`src/rtl/ysyx_25060170_fetch_unit_if.sv`:
```
// Fetch unit bundle: instruction-memory request/response channels,
// writeback redirect, and the decode-facing instruction handoff.
interface ysyx_25060170_fetch_unit_if;
  logic        imem_req_valid_o;
  logic        imem_req_ready_i;
  logic [31:0] imem_addr_o;
  logic        imem_rsp_valid_i;
  logic [31:0] imem_rsp_data_i;
  logic        redirect_valid_i;
  logic [31:0] redirect_pc_i;
  logic        inst_valid_o;
  logic        inst_ready_i;
  logic [31:0] inst_o;
  logic [31:0] pc_o;
  logic        misalign_o;

  // Fetch unit side
  modport master (
    output imem_req_valid_o,
    input  imem_req_ready_i,
    output imem_addr_o,
    input  imem_rsp_valid_i,
    input  imem_rsp_data_i,
    input  redirect_valid_i,
    input  redirect_pc_i,
    output inst_valid_o,
    input  inst_ready_i,
    output inst_o,
    output pc_o,
    output misalign_o
  );

  // Memory / writeback / decode side
  modport slave (
    input  imem_req_valid_o,
    output imem_req_ready_i,
    input  imem_addr_o,
    output imem_rsp_valid_i,
    output imem_rsp_data_i,
    output redirect_valid_i,
    output redirect_pc_i,
    input  inst_valid_o,
    output inst_ready_i,
    input  inst_o,
    input  pc_o,
    input  misalign_o
  );
endinterface

```
`src/rtl/ysyx_25060170_fetch_unit.sv`:
```
// Instruction fetch unit: owns the PC, issues one word read at a time,
// holds the fetched word for decode, and squashes fetches on redirect.
//
// state | meaning
// BOOT  | one idle cycle after reset
// REQ   | request valid, address = pc
// WAIT  | request accepted, waiting for response (kill = squash it)
// HOLD  | instruction held for decode
module ysyx_25060170_fetch_unit (
  input  logic                                clk,
  input  logic                                rst,
  ysyx_25060170_fetch_unit_if.master          bus
);

  localparam logic [31:0] RESET_PC = 32'h8000_0000;

  localparam logic [1:0] S_BOOT = 2'd0;
  localparam logic [1:0] S_REQ  = 2'd1;
  localparam logic [1:0] S_WAIT = 2'd2;
  localparam logic [1:0] S_HOLD = 2'd3;

  logic [1:0]  state_q, state_d;
  logic [31:0] pc_q, pc_d;
  logic [31:0] inst_q, inst_d;
  logic        kill_q, kill_d;
  logic        misalign_q, misalign_d;

  logic        req_fire;
  logic        redir;

  assign redir    = bus.redirect_valid_i;
  assign req_fire = (state_q == S_REQ) && bus.imem_req_ready_i;

  // Outputs decode straight from registered state; only inst_valid sees redirect
  assign bus.imem_req_valid_o = (state_q == S_REQ);
  assign bus.imem_addr_o      = pc_q;
  assign bus.inst_valid_o     = (state_q == S_HOLD) && !redir;
  assign bus.inst_o           = inst_q;
  assign bus.pc_o             = pc_q;
  assign bus.misalign_o       = misalign_q;

  // Next-state logic; redirect overrides the pc update of every state
  always_comb begin
    state_d    = state_q;
    pc_d       = pc_q;
    inst_d     = inst_q;
    kill_d     = kill_q;
    misalign_d = misalign_q;

    case (state_q)
      S_BOOT: state_d = S_REQ;
      S_REQ: begin
        if (req_fire) begin
          state_d = S_WAIT;
          kill_d  = redir;
        end
      end
      S_WAIT: begin
        if (bus.imem_rsp_valid_i) begin
          if (kill_q || redir) begin
            state_d = S_REQ;
            kill_d  = 1'b0;
          end else begin
            inst_d  = bus.imem_rsp_data_i;
            state_d = S_HOLD;
          end
        end else if (redir) begin
          kill_d = 1'b1;
        end
      end
      S_HOLD: begin
        if (redir) begin
          state_d = S_REQ;
        end else if (bus.inst_ready_i) begin
          pc_d    = pc_q + 32'd4;
          state_d = S_REQ;
        end
      end
      default: state_d = S_BOOT;
    endcase

    if (redir) begin
      pc_d = {bus.redirect_pc_i[31:2], 2'b00};
      if (|bus.redirect_pc_i[1:0]) misalign_d = 1'b1;
    end
  end

  // State and datapath registers
  always_ff @(posedge clk or posedge rst) begin
    if (rst) begin
      state_q    <= S_BOOT;
      pc_q       <= RESET_PC;
      inst_q     <= 32'h0;
      kill_q     <= 1'b0;
      misalign_q <= 1'b0;
    end else begin
      state_q    <= state_d;
      pc_q       <= pc_d;
      inst_q     <= inst_d;
      kill_q     <= kill_d;
      misalign_q <= misalign_d;
    end
  end

endmodule

```
`src/flat_wrapper.sv`:
```
// flat-port wrapper written by rule: the top's interface ports become plain ports
module ysyx_25060170_fetch_unit_flat 
  (clk, rst, bus_imem_req_valid_o, bus_imem_req_ready_i, bus_imem_addr_o, bus_imem_rsp_valid_i, bus_imem_rsp_data_i, bus_redirect_valid_i, bus_redirect_pc_i, bus_inst_valid_o, bus_inst_ready_i, bus_inst_o, bus_pc_o, bus_misalign_o);
  ysyx_25060170_fetch_unit_if bus_i ();
  input  logic clk;
  input  logic rst;
  output wire logic [$bits(bus_i.imem_req_valid_o)-1:0] bus_imem_req_valid_o;
  input wire logic [$bits(bus_i.imem_req_ready_i)-1:0] bus_imem_req_ready_i;
  output wire logic [$bits(bus_i.imem_addr_o)-1:0] bus_imem_addr_o;
  input wire logic [$bits(bus_i.imem_rsp_valid_i)-1:0] bus_imem_rsp_valid_i;
  input wire logic [$bits(bus_i.imem_rsp_data_i)-1:0] bus_imem_rsp_data_i;
  input wire logic [$bits(bus_i.redirect_valid_i)-1:0] bus_redirect_valid_i;
  input wire logic [$bits(bus_i.redirect_pc_i)-1:0] bus_redirect_pc_i;
  output wire logic [$bits(bus_i.inst_valid_o)-1:0] bus_inst_valid_o;
  input wire logic [$bits(bus_i.inst_ready_i)-1:0] bus_inst_ready_i;
  output wire logic [$bits(bus_i.inst_o)-1:0] bus_inst_o;
  output wire logic [$bits(bus_i.pc_o)-1:0] bus_pc_o;
  output wire logic [$bits(bus_i.misalign_o)-1:0] bus_misalign_o;
  assign bus_imem_req_valid_o = bus_i.imem_req_valid_o;
  assign bus_i.imem_req_ready_i = bus_imem_req_ready_i;
  assign bus_imem_addr_o = bus_i.imem_addr_o;
  assign bus_i.imem_rsp_valid_i = bus_imem_rsp_valid_i;
  assign bus_i.imem_rsp_data_i = bus_imem_rsp_data_i;
  assign bus_i.redirect_valid_i = bus_redirect_valid_i;
  assign bus_i.redirect_pc_i = bus_redirect_pc_i;
  assign bus_inst_valid_o = bus_i.inst_valid_o;
  assign bus_i.inst_ready_i = bus_inst_ready_i;
  assign bus_inst_o = bus_i.inst_o;
  assign bus_pc_o = bus_i.pc_o;
  assign bus_misalign_o = bus_i.misalign_o;
  ysyx_25060170_fetch_unit u_core (.clk(clk), .rst(rst), .bus(bus_i));
endmodule
```
`config.mk`:
```
export PLATFORM = sky130hd
export DESIGN_NAME = ysyx_25060170_fetch_unit_flat
export DESIGN_NICKNAME = d
export VERILOG_FILES = /design/src/rtl/ysyx_25060170_fetch_unit_if.sv /design/src/rtl/ysyx_25060170_fetch_unit.sv /design/src/flat_wrapper.sv
export SDC_FILE = /design/constraint.sdc
export NUM_CORES = 1
export LEC_CHECK = 0
export BUFFER_PORTS_ARGS = -buffer_cell sky130_fd_sc_hd__buf_4
export CORE_MARGIN = 3
export CORE_UTILIZATION = 50
export CTS_CLUSTER_SIZE = 28
export DETAILED_ROUTE_END_ITERATION = 10
export GPL_TIMING_DRIVEN = 0
export HOLD_SLACK_MARGIN = 0.08
export PLACE_DENSITY = 0.83
export SYNTH_ARGS = -nofsm -noshare
export SYNTH_HDL_FRONTEND = slang
export SYNTH_SLANG_ARGS = --single-unit
```
`constraint.sdc`:
```
create_clock -name clk -period 5 [get_ports clk]
set_input_delay 0.75 -clock clk [delete_from_list [all_inputs] [get_ports clk]]
set_output_delay 0.75 -clock clk [all_outputs]
set_load 0.03 [all_outputs]
```
After elaboration in Yosys (flattened, before gate mapping):

Cells that the tools add are included.

* bits in registers: 68
* bits of input ports: 70
* output and inout port bits: 99
* logic and storage cells: 43

* $add $sub $neg: 1
* eq/ne operators: 8
* muxes and demuxes: 14
* bitwise operators: 1
* reduce and logical (&&, ||, !) cells: 14

Operators by type and width (count)
* 32-bit 2-to-1 mux: 3
* 32-bit by 3-bit adder with 32-bit output, second input constant: 1
* 2-bit 2-to-1 mux: 5
* 2-bit case mux with 4 select lines: 1
* 3-bit inequality test, second input constant: 2
* 3-bit AND reduction: 2
* 2-bit nonzero test: 3
* 2-bit == test, second input constant: 2
* 1-bit 2-to-1 mux: 4
* 2-bit AND reduction: 2
* 4-bit AND reduction: 1
* 3-bit by 2-bit inequality test with 1-bit output, second input constant: 1
* 2-bit by 1-bit == test with 1-bit output, second input constant: 1
* 1-bit logical AND: 2
* 2-bit logical NOT: 1
* 2-bit by 1-bit inequality test with 1-bit output, second input constant: 1
* 2-bit inequality test, second input constant: 1
* 1-bit case mux with 2 select lines: 1
* 2-bit OR reduction: 1
* 1-bit logical NOT: 1
* 1-bit logical OR: 1
* 1-bit inverter: 1

Longest topological paths before layout:

Gate-level depths: netlist of run 1.

* depth in word-level cells: 4
* depth in mapped cells: 6
* gate-level depth less buffers: 6

Least setup slack after synthesis of run 1:

Ideal clock, no wire load.

* path type: input to register
* start: in bus_inst_ready_i
* end: reg u_core.pc_q[15] (netlist: u_core.bus.imem_addr_o[15])
* setup time: 69 ps
* arrival: 2182 ps
* required time: 4931 ps
* slack: 2749 ps
* stages on the path: 5
* buffers on the path: 1
* path through: nand4_1 > or4_4 > buf_4 > or4_1 > nand3_1

* cells in the longest elaborated chain, start to end: 2

Ends and longest elaborated chain
* from (decl): line flat_wrapper.sv:15 `input wire logic [$bits(bus_i.inst_ready_i)-1:0] bus_inst_ready_i;`
* 2-bit nonzero test (no line)
* 2-bit AND reduction (no line)
* to (signal assigned): line ysyx_25060170_fetch_unit.sv:98 `pc_q <= pc_d;`
* to (decl): line ysyx_25060170_fetch_unit.sv:23 `logic [31:0] pc_q, pc_d;`

No other way between the ends.
A chain may end at the register's enable or synchronous reset.

Worst setup path after layout of run 1:

* start: reg u_core.state_q[0]
* end: reg u_core.pc_q[26] (netlist: u_core.bus.imem_addr_o[26])

* cells in the longest elaborated chain, start to end: 3

Ends and longest elaborated chain
* from (decl): line ysyx_25060170_fetch_unit.sv:22 `logic [1:0] state_q, state_d;`
* from (signal assigned): line ysyx_25060170_fetch_unit.sv:97 `state_q <= state_d;`
* 2-bit == test: line ysyx_25060170_fetch_unit.sv:50 `case (state_q)`
* 2-bit nonzero test (no line)
* 2-bit AND reduction (no line)

No other way between the ends.

==> metrics.cfg, run 1 <==
[cts]
holdBufCountCts = 0
clock-sinks = 66
post_cts_buffers = 0
clk_pin_slew_ns = 0.08
cts_tree = yes
cts_buffers = 9
root_buffer = clkbuf_8
clock_tree.buffer_depth = 2
cts_max_level = 3
clk_latency_ns = 0.34
cts_resized = 0

[synthesis]
ys_top_cells_by_area = dfrtp_1 (46%), mux2_2 (11%), buf_4 (7.5%), nand2_1 (3.3%), o21ai_0 (2.6%)
synth_top_family_by_area = simple AND/OR/NAND/NOR gates
yosysTopAreaCell = dfrtp_1
async_flop_share_pct = 100
synth_cell_types = 47
synthCells = 345
synth_xor_area_share_pct = 2.48
synth_top_area_share_pct = 46.1
yosysMostFrequentCell = dfrtp_1
synth-compound-area-share_pct = 9.83
yosys_most_used_dff = dfrtp_1
ys_seq_area_share_pct = 46.9
yosys_warnings = 0
synthSimpleGateAreaFrac_pct = 17.3
ys_seq_elements = 66
syn_area_per_cell_um2 = 10.2
yosys-top-cells-count = dfrtp_1 (65), buf_4 (35), mux2_2 (33), nand2_1 (31), o21ai_0 (18)
muxShareOfSynthArea_pct = 11.1
yosys.area_share.adder_pct = 1.77
synth_area_mm2 = 0.00352
synth-edff-count = 0

[floorplan]
die_h_um = 90.0
fp-row-count = 29
start_util_pct = 53.4
ioPinCount = 169
die_x_um = 90.0
core-area_mm2 = 0.00660
dieArea_mm2 = 0.00809

[grt]
grt_max_degree = 44
antenna_found_initial = 0
grt_pass1_wl_mm = 15.6
grt_pass1_vias = 3220
grt.total_usage_pct = 23.5
grt_overflow_total = 0

[critical_path]
worstPathRequired_ns = 5.23
path_max_fanout = 6
critPathBufInv = 0
endpoint_kind = flop
arrival_ns = 2.93
start_kind = flop
crit_family = simple AND/OR/NAND/NOR gates
r2r_slack_ns = 2.30
r2r_start = u_core.state_q[0]$_DFFE_PP0P_
max_stage_delay_ns = 1.11
path_class = flop to flop
crit_slowest_cell = nor4_1
crit_chain = ha_1 > nand3_1 > nor4_1 > nand2_1 > o311ai_0
crit_path_start = u_core.state_q[0]$_DFFE_PP0P_

[route]
vias = 3302
antenna_left = 0
drt_first_pass_iters = 5
drc = 0
viasPerCell = 5.32
first_iter_violations = 181
wire_per_inst_um = 15.7
routed_wl_mm = 9.76

[sta]
layout_worst_path_cycle_share_pct = 54.1
setup-violations-final = 0
rsz0062_at_grt = no
hold_viol_final = 0
setup-tns-final_ns = 0
fin_skew_ns = 0.0105
min_period_ns = 2.70
drv_slew = 0
max_slew.worst_pin.slew_ns = 1.25
fmax_ghz = 0.370
slew_headroom_pct = 15.9

[cells_and_area]
drive_above_1_share_pct = 48.7
multi_input_area_mm2 = 0.00151
final_nets = 598
regArea_mm2 = 0.00165
fill_cells = 494
design_area_mm2 = 0.00508
n_antenna_cell = 0
synthToLayoutAreaGrowth_pct = 44.3

[power]
leakage_uw = 0.00244
ir_worst_vdd_v = 0.000384
power.density_mw_per_mm2 = 447
post-layout-total-power_uw = 2270

[min_path]
worstHoldPathType = primary input to asynchronous set/reset pin

[run]
drv_cap = 0

[placement]
hpwl_mm = 7.39
port_buffers = 163
placed_cell_area_mm2 = 0.00490
place.gp.congestion = 0.861

[outcome]
status = finished clean

## report_power, final
group	internal [µW]	switching, µW
registers	693	117
clock network	209	211
logic	447	597
total	1350	925
## layout make-up
cell class,instances,share of cell area (%)
plain buffers,49,6.35
clock buffers,11,2.98
clock inverters,5,0.738
inverters,13,0.960
multi-input cells,220,29.7
flip-flops and latches,66,32.5
well taps,93,2.29
repair buffers,164,24.5
## worst register-to-register path: cells and delay by family, from the launching register on
kind / cells / cell delay, ns
simple gates: 3 / 1.56
compound gates: 1 / 0.38
flops: 1 / 0.40
fa+ha+maj: 1 / 0.26
## through the flow
step | hold slack [ns] | utilization (%) | setup slack (ns) | cells
2_1_floorplan | 0.528 | - | 2.60 | 348
3_3_place_gp | 0.454 | 73.8 | 1.78 | 604
3_5_place_dp | 0.461 | 74.1 | 2.22 | 605
4_1_cts | 0.462 | 77.0 | 2.38 | 621
5_1_grt | 0.484 | 77.0 | 2.09 | 621
6_report | 0.457 | 77.0 | 2.30 | 621
## cell families after synthesis
| group | count (synthesis) |
|---|---|
| flip-flops | 66 |
| adder cells (fa/ha/maj) | 5 |
| multiplexers | 35 |
| other | 1 |
| buffers and inverters | 62 |
| AND/OR/NAND/NOR | 112 |
| XOR/XNOR | 10 |
| AO/OA/AOI/OAI | 54 |
## cells in the final DEF (no fill, tap or decap), types with 4 or more instances in the layout
master	instances
nand2_1	31
mux2_2	33
nor2_1	17
a31oi_1	12
nand3_1	12
clkbuf_8	11
o21ai_0	18
a21oi_1	5
o311ai_0	5
and4_1	4
ha_1	5
conb_1	4
nand4_1	10
inv_1	11
clkbuf_1	9
o31ai_1	6
xnor2_1	6
or4_1	9
nor4_1	6
dfrtp_1	65
buf_4	198
nor2b_1	4
buf_1	4
xor2_1	4
## state kept, by name, indices dropped and copies added (netlist names)
register / cells
u_core.bus.imem_addr_o: 30
u_core.bus.inst_o: 32
u_core.bus.misalign_o: 1
u_core.kill_q: 1
u_core.state_q: 2
## layer usage
metal	wire [µm]	share of wire, %	vias up	track usage (%)
li1	-	-	1557	-
met1	3790	39	1573	27.6
met2	5160	53	158	43.0
met3	654	6.7	14	3.67
met4	162	1.7	0	9.44
met5	0	0	-	0
## final timing paths
check	end	depth (start not counted)
worst max-delay path	u_core.bus.imem_addr_o[26]$_DFFE_PP0P_	5
worst min-delay path	u_core.bus.inst_o[7]$_DFFE_PP0P_	2
worst max register to register	u_core.bus.imem_addr_o[26]$_DFFE_PP0P_	5
worst min register to register	u_core.bus.misalign_o$_DFFE_PP0P_	1
max in group asynchronous	u_core.bus.imem_addr_o[31]$_DFFE_PP1P_	3
min in group clk	u_core.bus.misalign_o$_DFFE_PP0P_	1
No activity file was read; power rests on OpenSTA's default activity.
==> inputs of run 2 (changes only) <==
Settings changed: CORE_UTILIZATION 50 to 42, PLACE_DENSITY 0.83 to 0.74.
Clock period 5 ns to 2.19 ns, I/O delays scaled along.
==> run 2 against run 1 <==
Fmax grew 28%; via count is 2.1% lower; sequential share of layout area fell by 0.53 points; critical path type unchanged; largest power group unchanged; highest routed layer unchanged.
==> metrics.cfg, run 2 (same netlist as run 1, synthesis figures left out) <==
[cells_and_area]
drive_above_1_share_pct = 51.2
synthToLayoutAreaGrowth_pct = 47.1
final_cell_mix = buf_4 (200), dfrtp_1 (61), mux2_2 (33)
final_util_pct = 65.4
n_antenna_cell = 0
final_nets = 599
layout_commonest_cell = buf_4
largest_reg_flops = 32

[critical_path]
crit_family = simple AND/OR/NAND/NOR gates
worstPathRequired_ns = 2.47
crit_path_start = u_core.bus.imem_addr_o[7]$_DFFE_PP0P_
path_max_fanout = 10
crit_chain = nand4_4 > or4_4 > buf_4 > or4_1 > nand3_1
r2r_start = u_core.bus.imem_addr_o[7]$_DFFE_PP0P_
path_class = flop to flop
max_stage_delay_ns = 0.58
start_kind = flop
arrival_ns = 2.39
r2r_slack_ns = 0.08
critPathBufInv = 1
crit_slowest_cell = or4_4
endpoint_kind = flop

[floorplan]
fp-row-count = 32
core-area_mm2 = 0.00793
die_h_um = 97.6
die_x_um = 97.6
ioPinCount = 169
dieArea_mm2 = 0.00953
start_util_pct = 44.5

[route]
routed_wl_mm = 9.87
wire_per_inst_um = 15.6
viasPerCell = 5.12
drc = 0
antenna_left = 0
vias = 3233
drt_first_pass_iters = 7
first_iter_violations = 205

[sta]
hold-worst-slack_ns = 0.124
max_slew.worst_pin.slew_ns = 0.831
setup-violations-final = 0
slew_headroom_pct = 44.6
hold_viol_final = 0
rsz0062_at_grt = yes
drv_slew = 0
layout_worst_path_cycle_share_pct = 96.4
fin_skew_ns = 0.0101
fmax_ghz = 0.473
finalWorstSetupSlack_ns = 0.0778
min_period_ns = 2.11

[grt]
grt_pass1_wl_mm = 16.0
antenna_found_initial = 0
grt_overflow_total = 0
grt_pass1_vias = 3168
grt_max_degree = 67
grt.total_usage_pct = 20.6

[cts]
cts_tree = yes
root_buffer = clkbuf_8
clk_latency_ns = 0.34
clock_tree.buffer_depth = 2
cts_buffers = 9
holdBufCountCts = 0
clk_pin_slew_ns = 0.08
cts_max_level = 3
clock-sinks = 66

[power]
combPwrFrac_pct = 45.2
ir_worst_vdd_v = 0.000648
p_seq_share_pct = 34.9
leakage_uw = 0.00248
switching_power_uw = 2140
switching_share_pct = 40.2
p_int_uw = 3180
power.density_mw_per_mm2 = 1030
power_frac_clock_pct = 19.9

[placement]
hpwl_mm = 7.44
place.gp.congestion = 0.800
dp_slack_ns = -0.474
port_buffers = 163

[min_path]
worstHoldPathType = primary input to asynchronous set/reset pin

[outcome]
status = finished clean

[run]
drv_cap = 0

==> run 2: cell count changes in the layout (fill, tap and decap cells not counted), sizes merged <==
cell / change
clkinvlp: -1
buf: -2
clkbuf: +2
clkinv: +1
bufinv: +1
==> run 2: power groups by stage <==
stage | clock network (µW) | logic [µW] | registers [µW]
after floorplan | 0 | 810 | 2510
after global placement | 0 | 2350 | 1840
after detailed placement | 0 | 2390 | 1870
after CTS | 1080 | 2420 | 1850
after global routing | 1140 | 2540 | 1920
final | 1060 | 2400 | 1860
==> run 2: per-stage QoR <==
step / instances / total power, µW / instance area (µm²) / setup TNS (ns)
2_1_floorplan: 348 / 3320 / 3540 / 0
3_3_place_gp: 613 / 4190 / 4890 / -46.36
3_5_place_dp: 613 / 4260 / 4890 / -3.75
4_1_cts: 631 / 5340 / 5150 / -0.0208
5_1_grt: 631 / 5600 / 5180 / -0.0224
6_report: 631 / 5320 / 5180 / 0
==> run 2: cell type report <==
| cell class | instances | area (µm²) |
|---|---|---|
| repair buffers | 165 | 1240 |
| flip-flops and latches | 66 | 1660 |
| plain buffers | 49 | 327 |
| inverters | 13 | 51.3 |
| clock buffers | 10 | 138 |
| multi-input cells | 220 | 1580 |
| fillers | 658 | 2740 |
| well taps | 102 | 128 |
| clock inverters | 6 | 65.1 |
==> run 2: what timing repair did <==
action,in CTS,in global routing
resized for setup,7,13
setup buffers,2,0
endpoints found under the setup margin,25,41
pin swaps,2,0
endpoints found under the hold margin,0,0
==> run 2: worst paths after layout <==
| kind | end | cells past startpoint |
|---|---|---|
| max in group asynchronous | u_core.bus.imem_addr_o[6]$_DFFE_PP0P_ | 2 |
| min in group clk | u_core.bus.imem_addr_o[8]$_DFFE_PP0P_ | 3 |
| min reg2reg | u_core.bus.misalign_o$_DFFE_PP0P_ | 1 |
| max reg2reg | u_core.bus.imem_addr_o[15]$_DFFE_PP0P_ | 5 |
| max | u_core.bus.imem_addr_o[15]$_DFFE_PP0P_ | 5 |
| min | u_core.bus.inst_o[8]$_DFFE_PP0P_ | 2 |
==> run 2: routing by layer <==
layer	wire [µm]	track usage, %	vias to the layer above
li1	-	-	1568
met1	4020	25.5	1536
met2	5050	35.6	113
met3	584	3.88	16
met4	220	7.67	0
met5	0	0	-
==> inputs of run 3 (changes only) <==
Settings changed: CORE_ASPECT_RATIO from default to 0.75.
==> run 3 against run 2 <==
Register-to-register slack worse by 0.06 ns; non-clock buffer count grew 2; combinational power is essentially flat; fmax fell by 2.6%; final cell count rose by 0.79%; sequential power about the same; clock skew about the same; first-iteration DRC count is 23% lower; largest power group unchanged.
==> metrics.cfg, run 3 (same netlist as run 1, synthesis figures left out) <==
[grt]
antenna_found_initial = 0
grt.total_usage_pct = 21.4
grt_overflow_total = 0
grt_pass1_vias = 3271
grt_pass1_wl_mm = 16.4
grt_max_degree = 67

[power]
ir_worst_vdd_v = 0.000749
leakage_uw = 0.00247
power.density_mw_per_mm2 = 1040

[cells_and_area]
instances_no_fill = 636
n_antenna_cell = 0
final_cell_mix = buf_4 (202), dfrtp_1 (61), mux2_2 (33)
final_nets = 601
design_area_mm2 = 0.00521
fill_cells = 669
largest_reg_flops = 32
layout_commonest_cell = buf_4
synthToLayoutAreaGrowth_pct = 47.9
drive_above_1_share_pct = 50.7

[placement]
hpwl_mm = 7.59
place.gp.congestion = 0.806
port_buffers = 163
placed_cell_area_mm2 = 0.00490
dp_cells = 616

[sta]
setup-violations-final = 0
min_period_ns = 2.17
hold_viol_final = 0
drv_slew = 0
layout_worst_path_cycle_share_pct = 99.0
slew_headroom_pct = 45.5
hold-worst-slack_ns = 0.131
max_slew.worst_pin.slew_ns = 0.818
fmax_ghz = 0.461
setup-tns-final_ns = 0
rsz0062_at_grt = yes
fin_skew_ns = 0.0102

[route]
viasPerCell = 5.12
first_iter_violations = 158
drc = 0
antenna_left = 0
routed_wl_mm = 10.1
drt_first_pass_iters = 4
wire_per_inst_um = 15.8
vias = 3256

[cts]
cts_tree = yes
holdBufCountCts = 0
clock_tree.buffer_depth = 2
clock-sinks = 66
root_buffer = clkbuf_8
clk_latency_ns = 0.35
cts_buffers = 9
clk_pin_slew_ns = 0.08
cts_max_level = 3

[floorplan]
die_h_um = 85.3
dieArea_mm2 = 0.00954
fp-row-count = 28
core-area_mm2 = 0.00802
start_util_pct = 43.9
ioPinCount = 169
die_x_um = 112

[critical_path]
max_stage_delay_ns = 0.47
endpoint_kind = flop
arrival_ns = 2.40
start_kind = flop
crit_slowest_cell = buf_1
r2r_slack_ns = 0.02
worstPathRequired_ns = 2.43
crit_family = buffers and inverters
path_max_fanout = 10
path_class = flop to flop
critPathBufInv = 3
crit_chain = inv_1 > ha_1 > and3_1 > clkbuf_1 > buf_1 > mux2_2

[run]
drv_cap = 0

[min_path]
worstHoldPathType = primary input to asynchronous set/reset pin

[outcome]
status = finished clean

-- run 3: changes by cell type in the layout (fill, tap and decap cells not counted), sizes merged --
cell / before / now
clkbuf: 22 / 18
bufinv: 1 / 2
buf: 202 / 207
-- run 3: layout make-up --
type / count / area, µm² / share of cell area (%)
multi-input combinational: 220 / 1570 / 30.1
inverter: 13 / 51.3 / 0.984
tap: 105 / 131 / 2.52
buffer: 49 / 323 / 6.19
sequential: 66 / 1660 / 31.8
clock buffer: 9 / 124 / 2.38
timing repair buffer: 167 / 1250 / 24.1
clock inverter: 7 / 103 / 1.97
-- run 3: path summary, 6_finish.rpt --
path                                              startpoint  cells after the start                                    end
max                            u_core.state_q[0]$_DFFE_PP0P_                      6      u_core.bus.inst_o[10]$_DFFE_PP0P_
min                                                      rst                      2       u_core.bus.inst_o[8]$_DFFE_PP0P_
max reg2reg                    u_core.state_q[0]$_DFFE_PP0P_                      6      u_core.bus.inst_o[10]$_DFFE_PP0P_
min reg2reg                u_core.bus.misalign_o$_DFFE_PP0P_                      1      u_core.bus.misalign_o$_DFFE_PP0P_
max in group asynchronous                                rst                      2  u_core.bus.imem_addr_o[2]$_DFFE_PP0P_
min in group clk                        bus_redirect_pc_i[6]                      3  u_core.bus.imem_addr_o[6]$_DFFE_PP0P_
-- run 3: what timing repair did --
| item | in CTS | in global routing |
|---|---|---|
| pin swaps | 1 | 0 |
| resized for setup | 6 | 8 |
| endpoints found under the setup margin | 20 | 43 |
| buffers inserted | 3 | 1 |
-- run 3: layer usage --
metal | track usage, % | routed length (µm)
met5 | 0 | 0
met4 | 4.31 | 89
met3 | 7.77 | 928
met2 | 34.2 | 4690
met1 | 28.2 | 4340
-- run 3: worst reg2reg max path, delay by kind of cell (launching register included) --
kind,cells,cell delay [ns]
mux,1,0.41
flops,1,0.42
buf+inv,3,0.79
fa+ha+maj,1,0.25
simple gates,1,0.18
-- run 3: through the flow --
step                total power (µW)  setup slack, ns  util (%)
global placement                4190           -0.875      61.0
detailed placement              4260           -0.330      61.0
floorplan                       3320           0.0457         -
CTS                             5480          0.00392      64.6
finish                          5440           0.0221      65.0
global route                    5730           -0.178      65.0
-- run 3: power breakdown --
group | leakage [µW] | total, µW | internal [µW] | switching (µW)
Sequential | 0.000800 | 1860 | 1580 | 274
Clock | 0.000110 | 1170 | 650 | 515
Combinational | 0.00157 | 2420 | 1050 | 1370
